[src/rtl/md_pkg.sv]
// rtl/md_pkg.sv - shared definitions for the multiply/divide sequencer
// Purpose: op encodings, FSM state type and iteration count used by
//          mult_div_seq and its testbench.
// Ports:   none (package).
package md_pkg;

  // One Booth or restoring step per cycle for every operand bit.
  localparam int MD_ITER = 32;

  localparam logic [1:0] MD_MULT  = 2'b00;
  localparam logic [1:0] MD_DIV   = 2'b01;
  localparam logic [1:0] MD_MULTU = 2'b10;
  localparam logic [1:0] MD_DIVU  = 2'b11;

  typedef enum logic [2:0] {
    ST_IDLE    = 3'd0,
    ST_MULT    = 3'd1,
    ST_DIV     = 3'd2,
    ST_DIV_FIX = 3'd3,
    ST_DONE    = 3'd4
  } md_state_t;

endpackage

[src/rtl/md_sign_fix.sv]
// rtl/md_sign_fix.sv - conditional two's-complement negation of a value pair
// Purpose: turns quotient/remainder magnitudes into signed results, and is
//          also used to take |a| and |b| of the incoming operands.
// Ports:   mag_q, mag_r - unsigned magnitudes in
//          neg_q, neg_r - negate the corresponding magnitude when set
//          q, r         - corrected values out
module md_sign_fix #(
  parameter int WIDTH = 32
) (
  input  logic [WIDTH-1:0] mag_q,
  input  logic [WIDTH-1:0] mag_r,
  input  logic             neg_q,
  input  logic             neg_r,
  output logic [WIDTH-1:0] q,
  output logic [WIDTH-1:0] r
);

  assign q = neg_q ? (-mag_q) : mag_q;
  assign r = neg_r ? (-mag_r) : mag_r;

endmodule

[src/rtl/mult_div_seq.sv]
// rtl/mult_div_seq.sv - iterative signed multiply/divide unit owning HI/LO
// Purpose: Booth radix-2 multiply and restoring divide, one step per cycle.
//          Optional unsigned multu/divu support under MULT_DIV_UNSIGNED_EN.
// Ports:   clk, reset_in (async, active-high)
//          start, op, a, b  - request (sampled only when idle)
//          busy             - operation in progress
//          done, div0       - one-cycle completion / divide-by-zero pulses
//          hi, lo           - HI/LO result registers
module mult_div_seq
  import md_pkg::*;
#(
  parameter int WIDTH = MD_ITER,
  parameter int CNT_W = 6
) (
  input  logic             clk,
  input  logic             reset_in,
  input  logic             start,
  input  logic [1:0]       op,
  input  logic [WIDTH-1:0] a,
  input  logic [WIDTH-1:0] b,
  output logic             busy,
  output logic             done,
  output logic             div0,
  output logic [WIDTH-1:0] hi,
  output logic [WIDTH-1:0] lo
);

  // Two guard bits keep the Booth accumulator exact for a zero-extended
  // full-range multiplicand and for the restoring trial subtract.
  localparam int AW = WIDTH + 2;

  md_state_t        state_q, state_d;
  logic [AW-1:0]    acc_q, acc_d;
  logic [AW-1:0]    mcand_q, mcand_d;
  logic [WIDTH-1:0] q_q, q_d;
  logic             q1_q, q1_d;
  logic [CNT_W-1:0] cnt_q, cnt_d;
  logic [WIDTH-1:0] hi_q, hi_d, lo_q, lo_d;
  logic             busy_q, busy_d, done_q, done_d, div0_q, div0_d;
  logic             qneg_q, qneg_d, rneg_q, rneg_d;
  logic             corr_q, corr_d;

  logic             is_div, is_uns, last;
  logic [WIDTH-1:0] a_abs, b_abs, q_fix, r_fix;
  logic [AW-1:0]    bsum, diff;
  logic [WIDTH:0]   rem_shift;
  logic             dneg;

  assign is_div = (op == MD_DIV) || (op == MD_DIVU);
`ifdef MULT_DIV_UNSIGNED_EN
  assign is_uns = (op == MD_MULTU) || (op == MD_DIVU);
`else
  assign is_uns = 1'b0;
`endif

  md_sign_fix #(.WIDTH(WIDTH)) u_abs (
    .mag_q (a),
    .mag_r (b),
    .neg_q (!is_uns && a[WIDTH-1]),
    .neg_r (!is_uns && b[WIDTH-1]),
    .q     (a_abs),
    .r     (b_abs)
  );

  md_sign_fix #(.WIDTH(WIDTH)) u_fix (
    .mag_q (q_q),
    .mag_r (acc_q[WIDTH-1:0]),
    .neg_q (qneg_q),
    .neg_r (rneg_q),
    .q     (q_fix),
    .r     (r_fix)
  );

  assign last = (cnt_q == CNT_W'(WIDTH - 1));

  // Booth recoding of {q[0], q-1}: 01 adds, 10 subtracts the multiplicand.
  always_comb begin
    bsum = acc_q;
    case ({q_q[0], q1_q})
      2'b01:   bsum = acc_q + mcand_q;
      2'b10:   bsum = acc_q - mcand_q;
      default: bsum = acc_q;
    endcase
  end

  // Restoring step: remainder shifts in the next dividend bit from q.
  assign rem_shift = {acc_q[WIDTH-1:0], q_q[WIDTH-1]};
  assign diff      = {1'b0, rem_shift} - mcand_q;
  assign dneg      = diff[AW-1];

  always_comb begin
    state_d = state_q;
    acc_d   = acc_q;
    mcand_d = mcand_q;
    q_d     = q_q;
    q1_d    = q1_q;
    cnt_d   = cnt_q;
    hi_d    = hi_q;
    lo_d    = lo_q;
    busy_d  = busy_q;
    done_d  = 1'b0;
    div0_d  = 1'b0;
    qneg_d  = qneg_q;
    rneg_d  = rneg_q;
    corr_d  = corr_q;
    case (state_q)
      ST_IDLE: begin
        if (start) begin
          busy_d = 1'b1;
          cnt_d  = '0;
          acc_d  = '0;
          q1_d   = 1'b0;
          qneg_d = !is_uns && (a[WIDTH-1] ^ b[WIDTH-1]);
          rneg_d = !is_uns && a[WIDTH-1];
          // Booth sees b as signed; an unsigned b with its MSB set needs
          // one extra multiplicand added into HI at the end.
          corr_d = is_uns && !is_div && b[WIDTH-1];
          if (!is_div) begin
            mcand_d = is_uns ? {2'b00, a} : {{2{a[WIDTH-1]}}, a};
            q_d     = b;
            state_d = ST_MULT;
          end else if (b == '0) begin
            div0_d  = 1'b1;
            state_d = ST_DONE;
          end else begin
            mcand_d = {2'b00, b_abs};
            q_d     = a_abs;
            state_d = ST_DIV;
          end
        end
      end
      ST_MULT: begin
        acc_d = {bsum[AW-1], bsum[AW-1:1]};
        q_d   = {bsum[0], q_q[WIDTH-1:1]};
        q1_d  = q_q[0];
        cnt_d = cnt_q + CNT_W'(1);
        if (last) begin
          hi_d    = bsum[WIDTH:1] + (corr_q ? mcand_q[WIDTH-1:0] : '0);
          lo_d    = {bsum[0], q_q[WIDTH-1:1]};
          done_d  = 1'b1;
          state_d = ST_DONE;
        end
      end
      ST_DIV: begin
        acc_d = dneg ? {1'b0, rem_shift} : diff;
        q_d   = {q_q[WIDTH-2:0], ~dneg};
        cnt_d = cnt_q + CNT_W'(1);
        if (last) state_d = ST_DIV_FIX;
      end
      ST_DIV_FIX: begin
        hi_d    = r_fix;
        lo_d    = q_fix;
        done_d  = 1'b1;
        state_d = ST_DONE;
      end
      ST_DONE: begin
        busy_d  = 1'b0;
        state_d = ST_IDLE;
      end
      default: state_d = ST_IDLE;
    endcase
  end

  always_ff @(posedge clk or posedge reset_in) begin
    if (reset_in) begin
      state_q <= ST_IDLE;
      acc_q   <= '0;
      mcand_q <= '0;
      q_q     <= '0;
      q1_q    <= 1'b0;
      cnt_q   <= '0;
      hi_q    <= '0;
      lo_q    <= '0;
      busy_q  <= 1'b0;
      done_q  <= 1'b0;
      div0_q  <= 1'b0;
      qneg_q  <= 1'b0;
      rneg_q  <= 1'b0;
      corr_q  <= 1'b0;
    end else begin
      state_q <= state_d;
      acc_q   <= acc_d;
      mcand_q <= mcand_d;
      q_q     <= q_d;
      q1_q    <= q1_d;
      cnt_q   <= cnt_d;
      hi_q    <= hi_d;
      lo_q    <= lo_d;
      busy_q  <= busy_d;
      done_q  <= done_d;
      div0_q  <= div0_d;
      qneg_q  <= qneg_d;
      rneg_q  <= rneg_d;
      corr_q  <= corr_d;
    end
  end

  assign busy = busy_q;
  assign done = done_q;
  assign div0 = div0_q;
  assign hi   = hi_q;
  assign lo   = lo_q;

endmodule

[config.mk]
export PLATFORM = sky130hd
export DESIGN_NAME = mult_div_seq
export DESIGN_NICKNAME = d
export VERILOG_FILES = /design/src/rtl/md_pkg.sv /design/src/rtl/md_sign_fix.sv /design/src/rtl/mult_div_seq.sv
export SDC_FILE = /design/constraint.sdc
export NUM_CORES = 1
export LEC_CHECK = 0
export ABC_AREA = 1
export BUFFER_PORTS_ARGS = -buffer_cell sky130_fd_sc_hd__buf_2
export CAP_MARGIN = 20
export CELL_PAD_IN_SITES_DETAIL_PLACEMENT = 1
export CELL_PAD_IN_SITES_GLOBAL_PLACEMENT = 1
export CORE_AREA = 2 2 219 221
export CTS_CLUSTER_SIZE = 30
export DETAILED_ROUTE_END_ITERATION = 10
export DIE_AREA = 0 0 221 223
export GPL_ROUTABILITY_DRIVEN = 0
export PLACE_DENSITY = 0.8
export SYNTH_ARGS = -nofsm -noshare
export SYNTH_HDL_FRONTEND = slang
export SYNTH_SLANG_ARGS = --single-unit
[constraint.sdc]
create_clock -name clk -period 6.09 [get_ports clk]
set_clock_uncertainty 0.1 [all_clocks]
set_input_delay 1.218 -clock clk [delete_from_list [all_inputs] [get_ports clk]]
set_output_delay 1.218 -clock clk [all_outputs]
set_load 0.05 [all_outputs]
==> impl_metrics.ini <==
[yosys]
ys_warn_count = 0
synth_ff_type = dfrtp_1
synth_edf_count = 0
synth_cell_types = 45
ys_seq_area_frac = 0.246
synth_area_per_cell_um2 = 5.99
synth_nets = 3171
synth_area_um2 = 18100
synth_top_cell_by_area = dfrtp_1
synth_common_cells = nand2_1 (893), nor2_1 (357), inv_1 (354), nand3_1 (256), o21ai_0 (227)
yosysMostFrequentCell = nand2_1
synthCells = 3027
ys_async_sr_fraction = 1.00
synth_top_area_frac = 0.246
ys_ff_latch = 178
synthTopCellsByArea = dfrtp_1 (25%), nand2_1 (18%), nor2_1 (7.4%)

[routing]
wl_per_cell_um = 21.1
viasPerCell = 5.80
drc_errors = 0
via_count = 21600
routed_wl_mm = 78.5
ant_nets = 0
firstDrtPassIters = 5
initialDrtViolationCount = 1735

[clock_tree]
cts_htree_levels = 4
cts_setup_buffers = 0
clock_sinks = 178
path_clk_slew_ns = 0.08
cts_tree = built
numCtsBuffers = 17
post_cts_resized = 0
postCtsHoldBufs = 0
root_buffer = clkbuf_16
clockBufferDepth = 2
clk_latency_ns = 0.47

[worst_setup_path]
worstPathRequired_ns = 6.35
slowest_stage = xor2_1
crit_arrival_ns = 4.75
cp_slowest_stage_delay_ns = 0.40
critical_path_class = flip-flop to flip-flop
path_cells = inv_1, ha_1, nand2_1, nor2_1, inv_1, nor2_1, nand2_1, nor3_2, nand2_1, nor2_1, a21oi_1, xor2_1, ha_1, nand2_1, nor2_1, nand2_1, nor4_1, nand2_1, nand3_1, nand3_1, nand2_1, nand2_1, nand2_1, nand2_1
cp_max_fo = 6
cp-start-kind = flip-flop
crit_path_frequent_cell = nand2_1
end_kind = flip-flop

[cells_and_area]
fill_cells = 6478
final_layout_size_suffix_gt1_frac = 0.0731
final_nets = 3237
synthToLayoutAreaGrowth_pct = 9.80
register_area_um2 = 4450
multi_input_area_um2 = 11800

[sta]
final.setup.tns_ns = 0
hold_violations = 0
max_freq_mhz = 223
setup_viol = 0
rsz0062_at_grt = no
min_period_ns = 4.49
tightest_slew_ns = 1.04
fin_crit_sh = 0.737
relSlewSlack = 0.309
slew_violations = 0

[global_route]
grt_pass1_vias = 22200
antenna_found_initial = 1
grt_pass1_wl_mm = 124
grt_usage = 0.316
grt_max_degree = 179
grt.overflow.total = 0

[flow_run]
cap_viol_max_count = 0

[floorplan]
num_rows = 80
dieArea_um2 = 49300
initial_core_util = 0.384
core_um2 = 47100
die-height_um = 223
io-pin-count = 136
fp.dieW_um = 221

[worst_hold_path]
hold_class = flip-flop to flip-flop

[placed_design]
port_buffers = 134
dp_hpwl_mm = 61.3

[outcome]
outcome = finished clean
metrics by stage:
stage	setup slack, ns	hold WS, ns	area (um^2)	cells	utilization
2_1_floorplan	2.49	0.349	18100	3027	-
3_3_place_gp	1.83	0.358	19300	3689	0.409
3_5_place_dp	1.71	0.363	19300	3689	0.409
4_1_cts	1.73	0.383	19900	3721	0.422
5_1_grt	1.22	0.401	19900	3722	0.422
6_report	1.60	0.379	19900	3722	0.422
worst paths after layout:
kind	start	endpoint	slack (ns)	cells past startpoint
max	mcand_q[1]	hi[25]	1.60	24
min	hi[12]	hi[12]	0.38	2
max reg2reg	mcand_q[1]	hi[25]	1.60	24
min reg2reg	hi[12]	hi[12]	0.38	2
max in group asynchronous	reset_in	mcand_q[16]	4.19	3
min in group asynchronous	reset_in	lo[28]	0.95	3
routing by layer:
layer / GRT usage / routed length [um] / share of wire / vias up
met4: 0.206 / 5460 / 0.070 / 0
met2: 0.532 / 36600 / 0.47 / 777
met1: 0.381 / 32100 / 0.41 / 10500
met3: 0.0423 / 4350 / 0.055 / 221
met5: 0 / 0 / 0 / -
li1: - / - / - / 10000
worst max-delay path, delay by kind of cell, from the launching register on:
family,cells,cell delay (ns)
AOI/OAI and AO/OA,1,0.12
xor gates and xnor gates,1,0.40
adders and majority gates,2,0.55
buffers and inverters,2,0.26
DFF,1,0.38
and+or+nand+nor,18,2.58
logic make-up after synthesis:
group,share of synthesized area
AND/OR/NAND/NOR,0.374
AO/OA/AOI/OAI,0.172
buffers and inverters,0.101
flip-flops,0.246
XOR/XNOR,0.0541
adder cells (fa/ha/maj),0.0526
final cells by class:
type / instances / area share
Multi-Input combinational cell: 2375 / 0.595
Sequential cell: 178 / 0.224
Inverter: 367 / 0.0694
Timing Repair Buffer: 154 / 0.0419
Tap cell: 615 / 0.0387
Clock buffer: 17 / 0.0214
Clock inverter: 15 / 0.00956
Antenna cell: 1 / 0.000126
state kept, by name, summed over array words and instances (netlist names):
register / flops
state_q: 3
cnt_q: 6
div0: 1
busy: 1
q_q: 32
hi: 32
rneg_q: 1
acc_q: 34
mcand_q: 33
done: 1
qneg_q: 1
q1_q: 1
lo: 32
layout by cell type, fill, tap and decap left out, types with 12 or more instances in the layout:
cell type and instances:
nand2_1 893, nor2_1 356, inv_1 353, nand3_1 256, o21ai_0 227, dfrtp_1 178, a21oi_1 173, buf_2 134
xor2_1 93, ha_1 73, nand4_1 41, o22ai_1 39, nor3_1 33, o211ai_1 31, o221ai_1 21, xnor2_1 19
buf_4 19, a31oi_1 17, clkbuf_16 17, nand3b_1 13, inv_2 12, o21bai_1 12
Power is left out: the tool's default activity adds up to more than one toggle a clock period on the data nets, which glitch-free logic cannot reach.
